**src/rtl/fifo_uart_tx_if.sv**
```systemverilog
// Read-side handshake between a fifo and the serial drain stage.
// master: the drain (issues pops); slave: the fifo (supplies empty flag and data).
interface fifo_uart_tx_if #(
    parameter int WIDTH = 4
);
    logic             fifo_empty;
    logic [WIDTH-1:0] fifo_data;
    logic             fifo_read;

    modport master (input fifo_empty, input fifo_data, output fifo_read);
    modport slave  (output fifo_empty, output fifo_data, input fifo_read);
endinterface

```
**src/rtl/fifo_uart_tx.sv**
```systemverilog
// Fifo drain stage: pops one word at a time and sends it as an LSB-first serial frame.
// Build option: define FIFO_UART_TX_PARITY_EN to add an even-parity bit after the data bits.
module fifo_uart_tx #(
    parameter int WIDTH        = 4,
    parameter int CLKS_PER_BIT = 4
) (
    input  logic            clk,
    input  logic            rst,
    fifo_uart_tx_if.master  fifo,
    output logic            tx,
    output logic            busy,
    output logic            frame_done
);
    localparam int CW = $clog2(CLKS_PER_BIT);
    localparam int BW = (WIDTH > 1) ? $clog2(WIDTH) : 1;

`ifdef FIFO_UART_TX_PARITY_EN
    typedef enum logic [2:0] {IDLE, POP, LOAD, START, DATA, PARITY, STOP} state_t;
`else
    typedef enum logic [2:0] {IDLE, POP, LOAD, START, DATA, STOP} state_t;
`endif

    state_t           state, state_n;
    logic [CW-1:0]    clk_cnt, clk_cnt_n;
    logic [BW-1:0]    bit_cnt, bit_cnt_n;
    logic [WIDTH-1:0] shift_reg, shift_n;
    logic             tx_n, read_n, busy_n, done_n;
    logic             bit_end;

    assign bit_end = (clk_cnt == CW'(CLKS_PER_BIT - 1));

    always_ff @(posedge clk) begin
        if (!rst) begin
            state          <= IDLE;
            clk_cnt        <= '0;
            bit_cnt        <= '0;
            shift_reg      <= '0;
            tx             <= 1'b1;
            fifo.fifo_read <= 1'b0;
            busy           <= 1'b0;
            frame_done     <= 1'b0;
        end else begin
            state          <= state_n;
            clk_cnt        <= clk_cnt_n;
            bit_cnt        <= bit_cnt_n;
            shift_reg      <= shift_n;
            tx             <= tx_n;
            fifo.fifo_read <= read_n;
            busy           <= busy_n;
            frame_done     <= done_n;
        end
    end

    always_comb begin
        state_n   = state;
        clk_cnt_n = clk_cnt;
        bit_cnt_n = bit_cnt;
        shift_n   = shift_reg;
        tx_n      = tx;
        read_n    = 1'b0;
        busy_n    = busy;
        done_n    = 1'b0;
        // Serial bit states share one clock counter that wraps every bit period.
        if (state != IDLE && state != POP && state != LOAD)
            clk_cnt_n = bit_end ? '0 : clk_cnt + 1'b1;
        case (state)
            IDLE: begin
                tx_n = 1'b1;
                if (!fifo.fifo_empty) begin
                    state_n = POP;
                    read_n  = 1'b1;
                    busy_n  = 1'b1;
                end
            end
            POP: state_n = LOAD;
            LOAD: begin
                shift_n   = fifo.fifo_data;
                tx_n      = 1'b0;
                clk_cnt_n = '0;
                bit_cnt_n = '0;
                state_n   = START;
            end
            START: if (bit_end) begin
                state_n = DATA;
                tx_n    = shift_reg[0];
            end
            DATA: if (bit_end) begin
                if (bit_cnt == BW'(WIDTH - 1)) begin
                    bit_cnt_n = '0;
`ifdef FIFO_UART_TX_PARITY_EN
                    state_n   = PARITY;
                    tx_n      = ^shift_reg;
`else
                    state_n   = STOP;
                    tx_n      = 1'b1;
`endif
                end else begin
                    bit_cnt_n = bit_cnt + 1'b1;
                    tx_n      = shift_reg[bit_cnt + 1'b1];
                end
            end
`ifdef FIFO_UART_TX_PARITY_EN
            PARITY: if (bit_end) begin
                state_n = STOP;
                tx_n    = 1'b1;
            end
`endif
            STOP: if (bit_end) begin
                state_n = IDLE;
                tx_n    = 1'b1;
                busy_n  = 1'b0;
                done_n  = 1'b1;
            end
            default: state_n = IDLE;
        endcase
    end
endmodule

```
**src/flat_wrapper.sv**
```systemverilog
// flat-port wrapper written by rule: the top's interface ports become plain ports
module fifo_uart_tx_flat 
#(
    parameter int WIDTH        = 4,
    parameter int CLKS_PER_BIT = 4
)
  (clk, rst, tx, busy, frame_done, fifo_fifo_empty, fifo_fifo_data, fifo_fifo_read);
  fifo_uart_tx_if #(.WIDTH(WIDTH)) fifo_i ();
  input  logic clk;
  input  logic rst;
  output logic tx;
  output logic busy;
  output logic frame_done;
  input wire logic [$bits(fifo_i.fifo_empty)-1:0] fifo_fifo_empty;
  input wire logic [$bits(fifo_i.fifo_data)-1:0] fifo_fifo_data;
  output wire logic [$bits(fifo_i.fifo_read)-1:0] fifo_fifo_read;
  assign fifo_i.fifo_empty = fifo_fifo_empty;
  assign fifo_i.fifo_data = fifo_fifo_data;
  assign fifo_fifo_read = fifo_i.fifo_read;
  fifo_uart_tx #(.WIDTH(WIDTH), .CLKS_PER_BIT(CLKS_PER_BIT)) u_core (.clk(clk), .rst(rst), .fifo(fifo_i), .tx(tx), .busy(busy), .frame_done(frame_done));
endmodule
```
**config.mk**
```make
export PLATFORM = sky130hd
export DESIGN_NAME = fifo_uart_tx_flat
export DESIGN_NICKNAME = d
export VERILOG_FILES = /design/src/rtl/fifo_uart_tx_if.sv /design/src/rtl/fifo_uart_tx.sv /design/src/flat_wrapper.sv
export SDC_FILE = /design/constraint.sdc
export NUM_CORES = 1
export LEC_CHECK = 0
export ABC_AREA = 1
export BUFFER_PORTS_ARGS = -buffer_cell sky130_fd_sc_hd__buf_2
export CAP_MARGIN = 20
export CORE_MARGIN = 2
export CORE_UTILIZATION = 45
export DETAILED_ROUTE_END_ITERATION = 8
export PLACE_DENSITY = 0.69
export SLEW_MARGIN = 20
export SYNTH_ARGS = -nofsm -noshare
export SYNTH_HDL_FRONTEND = slang
export SYNTH_SLANG_ARGS = --single-unit
```
**constraint.sdc**
```tcl
create_clock -name clk -period 1.6 [get_ports clk]
set_clock_uncertainty 0.2 [all_clocks]
set_input_delay 0.32 -clock clk [delete_from_list [all_inputs] [get_ports clk]]
set_output_delay 0.32 -clock clk [all_outputs]
set_load 0.01 [all_outputs]
```
==> flow_metrics.tcl, run 1 <==
set metrics [dict create \
    crit_start "u_core.clk_cnt[0]" \
    seq_area_frac_synth 0.384 \
    fin_setup_tns_ps 0 \
    crit_end "u_core.state[2]" \
    maxSlewHeadroom 0.861 \
    r2r-end "u_core.state[2]" \
    synth_top_family_by_area "simple AND/OR/NAND/NOR gates" \
    drtAntennaViolNets 0 \
    start_kind "flop" \
    r2r_setup_slack_ps 140 \
    path_clk_slew_ps 90 \
    cts_setup_buffers 0 \
    layout_min_cycle_time_ps 1460 \
    synth_simple_gate_area_share 0.322 \
    critical_path.max_fanout 4 \
    port_buffers 10 \
    grt_usage 0.175 \
    boundaryPins 11 \
    synthMuxAreaShare 0 \
    drive_above_1_share 0.225 \
    worstHoldPathType "in2reg" \
    hold_buffers 0 \
    status "finished clean" \
    clkLatencyLatePin_ps 280 \
    grt_pass1_wl_mm 2.64 \
    setup_viol 0 \
    p_per_area_nw_per_um2 1580 \
    place.gp.congestion 0.858 \
    drv_cap 0 \
    clock-sinks 15 \
    wl_mm 1.48 \
    drc_errors 0 \
    final_common_cell "nand2_1" \
    timing.fmax_mhz 684 \
    final_cell_mix "nand2_1 (25), inv_1 (20), dfxtp_1 (12)" \
    cts-resized-gates 0 \
    finalMaxSlewViolations 0 \
    ys_ff_latch 15 \
    first_pass_iters 4 \
    drt_iter0_drc 14 \
    avgSynthCellArea_um2 6.80 \
    grt_overflow 0 \
    die_w_um 45.7 \
    initial_core_util 0.468 \
    rows 15 \
    antenna_found_initial 0 \
    grt_pass1_vias 647 \
    fp.dieArea_um2 2090 \
    final_util 0.533 \
    synthAdderAreaFrac 0.0320 \
    leakagePower_nw 0.433 \
    yosysWarnings 0 \
    syn_nets 124 \
    wl_per_cell_um 10.1 \
    worst-setup-path-type "reg2reg" \
    crit_arrival_ps 1440 \
    finalNetCount 139 \
    largest_register_ffs 4 \
    syn_inst 115 \
    cts_root_buffer "clkbuf_4" \
    vdd_drop_max_v 0.000688 \
    r2r-start "u_core.clk_cnt[0]" \
    synthXorXnorAreaFrac 0 \
    via_per_inst 4.95 \
    worst_pin_slew_ps 207 \
    core-area_um2 1670 \
    grt_start_max_net_pins 11 \
    endpoint_kind "flop" \
    n_antenna_cell 0 \
    syn_to_final_growth_pct 13.8 \
    synth_area_um2 782 \
    vias 722 \
    hold_viol_final 0 \
    clockBufferDepth 2 \
    rsz0062_at_grt "false" \
    numCtsBuffers 3 \
    h-tree-depth 1 \
    nFillCells 181 \
    yosysUniqueCellTypes 21 \
    min_period_over_period 0.914 \
    cts_tree "built" \
    ff2ff_path_depth 8 \
    hold_depth 2 \
    hpwl_mm 1.16 \
    crit_required_ps 1580 \
    synth_compound_gate_area_share 0.142 \
    die_h_um 45.7 \
]
kinds of logic after synthesis:
logic type               after synthesis
AO/OA/AOI/OAI                         21
adder cells (fa/ha/maj)                2
buffers and inverters                 23
flip-flops                            15
AND/OR/NAND/NOR                       54
worst min-delay path by stage:
stage / from / end / slack, ps
final: fifo_fifo_empty / u_core.fifo.fifo_read / 10
after global routing: fifo_fifo_empty / u_core.fifo.fifo_read / 7
after CTS: fifo_fifo_empty / u_core.fifo.fifo_read / 4
after detailed placement: u_core.shift_reg[2] / u_core.shift_reg[2] / 250
after global placement: u_core.busy / u_core.busy / 230
after floorplan: fifo_fifo_empty / u_core.fifo.fifo_read / 200
layout make-up:
cell class / count / area, um2 / share of cell area
clock buffers: 4 / 26.3 / 0.0295
inverters: 21 / 78.8 / 0.0886
repair buffers: 12 / 65.1 / 0.0731
flip-flops and latches: 15 / 304 / 0.342
well taps: 17 / 21.3 / 0.0239
multi-input cells: 77 / 394 / 0.443
through the flow:
step / power [mW] / cells / area [um2] / setup WS, ps / hold slack [ps]
after floorplan: 1.05 / 115 / 782 / 248 / 199
after global placement: 1.18 / 142 / 853 / 129 / 233
after detailed placement: 1.19 / 142 / 853 / 114 / 250
after CTS: 1.41 / 146 / 880 / 91.9 / 3.83
after global routing: 1.57 / 146 / 890 / 1.13 / 6.80
final: 1.41 / 146 / 890 / 138 / 10.5
cell usage after synthesis:
master	count	area share
nand3_1	10	0.064
nor2_1	8	0.038
nand2_2	3	0.024
a21oi_1	12	0.077
nor3_2	1	0.013
inv_2	1	0.0048
o21ai_2	1	0.011
o21ai_0	4	0.026
a211oi_1	1	0.0096
buf_4	2	0.019
ha_1	2	0.032
nor2_4	1	0.014
nand3b_1	1	0.0096
nand2_1	25	0.12
nor3_1	1	0.0064
o21ai_1	3	0.019
nand4_1	1	0.0080
inv_1	20	0.096
nor2_2	2	0.016
dfxtp_1	15	0.38
nor4_1	1	0.0080
where the power goes:
group | leakage [nW] | internal (mW) | total (mW) | switching, mW
combinational | 0.294 | 0.237 | 0.617 | 0.379
sequential | 0.124 | 0.482 | 0.579 | 0.0963
clock | 0.0150 | 0.0966 | 0.213 | 0.116
metal layers:
metal	global-route usage	wire, um	vias to the layer above	part of all wire
li1	-	-	392	-
met1	0.222	728	311	0.49
met2	0.282	662	15	0.45
met3	0.0397	63	4	0.043
met4	0.0706	25	0	0.017
met5	0	0	-	0
worst max-delay path: stages, from the launching register on:
cell and delay (ps):
dfxtp_1 370, ha_2 220, inv_1 90, nand4_1 100, nand3_1 80, nor2_2 150, nand2_1 70, nand2_1 50
nor2_1 40
Power figures use the tool's default switching activity.
==> inputs of run 2 (changes only) <==
Settings changed: PLACE_DENSITY 0.69 to 0.72.
Clock period 1.6 ns to 1.25 ns, I/O delays scaled along.
==> flow_metrics.tcl, run 2 (same netlist as run 1, synthesis figures left out) <==
set metrics [dict create \
    pwr-share-clk 0.125 \
    path_clk_slew_ps 100 \
    wl_per_cell_um 12.3 \
    grt_usage 0.215 \
    clkLatencyLatePin_ps 290 \
    internal-power_mw 1.30 \
    cts_tree "built" \
    finalMaxSlewViolations 0 \
    boundaryPins 11 \
    dpl_cell_area_um2 973 \
    path_common_cell "nand2_1" \
    layout_min_cycle_time_ps 1380 \
    maxSlewHeadroom 0.817 \
    port_buffers 10 \
    drt_iter0_drc 26 \
    p_per_area_nw_per_um2 2000 \
    start_kind "flop" \
    via_per_inst 5.19 \
    r2r-end "u_core.state[0]" \
    vdd_drop_max_v 0.00117 \
    endpoint_kind "flop" \
    cp_cell_sequence "ha_4, inv_1, nand3_1, nand3_2, nor2_4, nand2_1, nand2_1, nor2_1" \
    wl_mm 2.03 \
    holdWs_ps 20.4 \
    final_common_cell "nand2_1" \
    grt_most_used_layer "met2" \
    failed_checks "negative setup slack" \
    whs_endpoint "u_core.shift_reg[1]" \
    rows 15 \
    largest_register_ffs 4 \
    drtAntennaViolNets 0 \
    max_stage_delay_ps 380 \
    stdcell_area_um2 1150 \
    leakagePower_nw 0.548 \
    grt_use_met2 0.366 \
    hold_viol_final 0 \
    ff2ff_path_depth 8 \
    crit_buf_inv 1 \
    numCtsBuffers 3 \
    fin_setup_tns_ps -1110 \
    p_sw_mw 0.999 \
    antenna_found_initial 0 \
    n_antenna_cell 0 \
    vias 857 \
    final_cell_mix "nand2_1 (21), inv_1 (18), buf_4 (18)" \
    worst-setup-path-type "reg2reg" \
    crit_required_ps 1250 \
    combPwrFrac 0.540 \
    critical_path.max_fanout 4 \
    drc_errors 0 \
    cpMaxStageDelayCell "dfxtp_2" \
    syn_to_final_growth_pct 47.0 \
    worst_pin_slew_ps 274 \
    grt_overflow 0 \
    fin_cells 165 \
    setup_ws_ps -133 \
    hpwl_mm 1.33 \
    grt_pass1_wl_mm 3.21 \
    grt_use_met1 0.271 \
    finalNetCount 158 \
    status "finished, violations left" \
    h-tree-depth 1 \
    sw_frac_of_total 0.434 \
    min-delay-start "fifo_fifo_data[1]" \
    rsz0062_at_grt "true" \
    fp.dieArea_um2 2090 \
    grt_pass1_vias 776 \
    drive_above_1_share 0.453 \
    grt_util_met3 0.0238 \
    first_pass_iters 6 \
    setup_viol 13 \
    timing.fmax_mhz 723 \
    die_h_um 45.7 \
    drv_cap 0 \
    r2r_setup_slack_ps -130 \
    min_period_over_period 1.11 \
    r2r-start "u_core.bit_cnt[0]" \
    hold_depth 3 \
    clockBufferDepth 2 \
    die_w_um 45.7 \
    grt_start_max_net_pins 10 \
    cts_root_buffer "clkbuf_4" \
    crit_family "simple AND/OR/NAND/NOR gates" \
    crit_arrival_ps 1380 \
    clock-sinks 15 \
    dp.cells 155 \
    core-area_um2 1670 \
    place.gp.congestion 0.800 \
    initial_core_util 0.468 \
    worstHoldPathType "in2reg" \
    power_frac_seq 0.335 \
]
[run 2: repair_timing]
action | 4_1_cts | 5_1_grt
hold endpoints to repair | 1 | 0
pin swaps | 8 | 4
gates cloned | 1 | 0
setup buffers | 4 | 0
resized for setup | 19 | 11
hold buffers | 1 | 0
setup endpoints to repair | 13 | 14
[run 2: stage by stage]
step / power, mW / utilization / setup WS, ps
2_1_floorplan: 1.38 / - / -32.5
3_3_place_gp: 1.66 / 0.583 / -121
3_5_place_dp: 1.69 / 0.583 / -118
4_1_cts: 2.18 / 0.663 / -98.3
5_1_grt: 2.46 / 0.688 / -184
6_report: 2.30 / 0.688 / -133
[run 2: worst max path at each step]
stage / from / end / slack [ps] / cells past startpoint
2_1_floorplan: u_core.clk_cnt[1] / u_core.state[0] / -30 / 8
3_3_place_gp: u_core.clk_cnt[1] / u_core.state[0] / -120 / 8
3_5_place_dp: u_core.clk_cnt[1] / u_core.state[0] / -120 / 8
4_1_cts: u_core.state[2] / u_core.shift_reg[2] / -100 / 5
5_1_grt: u_core.state[1] / u_core.shift_reg[1] / -180 / 5
6_report: u_core.bit_cnt[0] / u_core.state[0] / -130 / 8
[run 2: power by group through the flow]
| stage | Sequential, mW | Clock [mW] | Combinational, mW |
|---|---|---|---|
| after CTS | 0.765 | 0.294 | 1.12 |
| final | 0.770 | 0.288 | 1.24 |
| after global placement | 0.738 | 0 | 0.924 |
| after floorplan | 0.734 | 0 | 0.641 |
| after global routing | 0.780 | 0.317 | 1.36 |
| after detailed placement | 0.744 | 0 | 0.946 |
[run 2: area by class of cell]
class                   count  area (um2)
well taps                  17        21.3
repair inverters            1        7.51
inverters                  21        81.3
flip-flops and latches     15         317
multi-input cells          77         489
clock inverters             1        5.00
fillers                   142         520
repair buffers             30         206
clock buffers               3        22.5
[run 2: per-layer routing]
metal,wire length (um),vias up
met3,48,4
met2,1010,13
met1,944,403
met4,30,0
met5,0,-
li1,-,437
[run 2: worst reg2reg max path, cell delays in order, from the launching register on]
cell and delay (ps):
dfxtp_2 380, ha_4 130, inv_1 50, nand3_1 110
nand3_2 110, nor2_4 160, nand2_1 60, nand2_1 50
nor2_1 40
==> inputs of run 3 (changes only) <==
Settings changed: PLACE_DENSITY 0.72 to 0.69.
Clock period 1.25 ns to 1.3 ns, I/O delays scaled along.
==> flow_metrics.tcl, run 3 (same netlist as run 1, synthesis figures left out) <==
set metrics [dict create \
    fp.dieArea_um2 2090 \
    fin_total_pwr_mw 1.94 \
    first_pass_iters 4 \
    grt_pass1_wl_mm 2.96 \
    min_period_over_period 1.07 \
    final_cell_mix "nand2_1 (22), inv_1 (16), buf_4 (12)" \
    core-area_um2 1670 \
    cp_cell_sequence "ha_4, inv_2, nand4_1, nand3_1, nor2_2, nand2_1, nand2_1, nor2_1" \
    drc_errors 0 \
    n_antenna_cell 0 \
    rows 15 \
    clock-sinks 15 \
    seq_area_um2 314 \
    multi_input_area_um2 434 \
    path_clk_slew_ps 90 \
    port_buffers 10 \
    drt_iter0_drc 16 \
    whs_endpoint "u_core.shift_reg[2]" \
    final_util 0.620 \
    critical_path.max_fanout 4 \
    r2r-start "u_core.clk_cnt[1]" \
    failed_checks "negative setup slack" \
    p_per_area_nw_per_um2 1870 \
    vdd_drop_max_v 0.000991 \
    wl_per_cell_um 10.5 \
    worst_pin_slew_ps 264 \
    wl_mm 1.66 \
    ff2ff_path_depth 8 \
    drtAntennaViolNets 0 \
    holdWs_ps 55.0 \
    grt_usage 0.197 \
    crit_family "simple AND/OR/NAND/NOR gates" \
    final_common_cell "nand2_1" \
    clockBufferDepth 2 \
    cts_tree "built" \
    finalMaxSlewViolations 0 \
    boundaryPins 11 \
    nFillCells 156 \
    min-delay-start "fifo_fifo_data[2]" \
    r2r-end "u_core.state[2]" \
    numCtsBuffers 3 \
    status "finished, violations left" \
    grt_pass1_vias 734 \
    hold_viol_final 0 \
    timing.fmax_mhz 718 \
    endpoint_kind "flop" \
    grt_overflow 0 \
    place.gp.congestion 0.820 \
    start_kind "flop" \
    leakagePower_nw 0.492 \
    cts_root_buffer "clkbuf_4" \
    dp_slack_ps -124 \
    crit_arrival_ps 1380 \
    fin_setup_tns_ps -303 \
    drive_above_1_share 0.383 \
    crit_buf_inv 1 \
    vias 794 \
    clkLatencyLatePin_ps 280 \
    largest_register_ffs 4 \
    via_per_inst 5.03 \
    h-tree-depth 1 \
    drv_cap 0 \
    worstHoldPathType "in2reg" \
    setup_viol 5 \
    r2r_setup_slack_ps -90 \
    worst-setup-path-type "reg2reg" \
    maxSlewHeadroom 0.822 \
    max_stage_delay_ps 360 \
    setup_ws_ps -92.7 \
    hold_depth 3 \
    die_w_um 45.7 \
    layout_min_cycle_time_ps 1390 \
    crit_required_ps 1290 \
    finalNetCount 151 \
    syn_to_final_growth_pct 32.5 \
    initial_core_util 0.468 \
    die_h_um 45.7 \
    grt_start_max_net_pins 11 \
    rsz0062_at_grt "true" \
    hpwl_mm 1.26 \
    cpMaxStageDelayCell "dfxtp_2" \
    path_common_cell "nand2_1" \
    antenna_found_initial 0 \
]
-- run 3: cell count changes in the layout (fill, tap and decap cells not counted), moves of 3 or more --
cell     previous run  this run
buf_4              18        12
a21oi_1             8        11
a21oi_2             4         1
inv_2               2         5
o21ai_0             1         4
-- run 3: worst max-delay path by stage --
stage / from / cells past startpoint / to
floorplan: u_core.state[0] / 7 / u_core.state[0]
global placement: u_core.state[0] / 7 / u_core.state[0]
detailed placement: u_core.state[0] / 7 / u_core.state[2]
CTS: u_core.clk_cnt[1] / 8 / u_core.state[2]
global route: u_core.clk_cnt[1] / 8 / u_core.state[0]
finish: u_core.clk_cnt[1] / 8 / u_core.state[2]
-- run 3: where the power goes --
group          total, mW  internal [mW]  switching, mW
sequential         0.735          0.608          0.127
combinational      0.931          0.390          0.541
clock              0.271          0.119          0.152
-- run 3: stage by stage --
stage / cells / cell area, um2
4_1_cts: 157 / 1000
6_report: 158 / 1040
5_1_grt: 158 / 1040
3_5_place_dp: 152 / 947
2_1_floorplan: 115 / 801
3_3_place_gp: 152 / 947
-- run 3: worst register-to-register path, stage by stage (launching register included) --
cell and delay, ps:
dfxtp_2 360, ha_4 140, inv_2 50, nand4_1 80, nand3_1 100, nor2_2 180, nand2_1 70, nand2_1 60
nor2_1 40
-- run 3: final cells by class --
cell class | instances | share of cell area
Clock buffer | 4 | 0.0254
Inverter | 21 | 0.0761
Multi-Input combinational cell | 77 | 0.419
Sequential cell | 15 | 0.303
Tap cell | 17 | 0.0205
Timing Repair Buffer | 24 | 0.156
-- run 3: metal layers --
metal | global-route usage | routed length (um)
met3 | 0.0357 | 46
met1 | 0.254 | 800
met5 | 0 | 0
met2 | 0.304 | 789
met4 | 0.112 | 25
-- run 3: repair_timing --
| item | in CTS | in global routing |
|---|---|---|
| gates cloned | 0 | 0 |
| hold buffers | 1 | 0 |
| pin swaps | 4 | 4 |
| setup endpoints to repair | 12 | 14 |
| setup buffers | 0 | 1 |
| gates resized for setup | 8 | 11 |
| endpoints found under the hold margin | 1 | 0 |
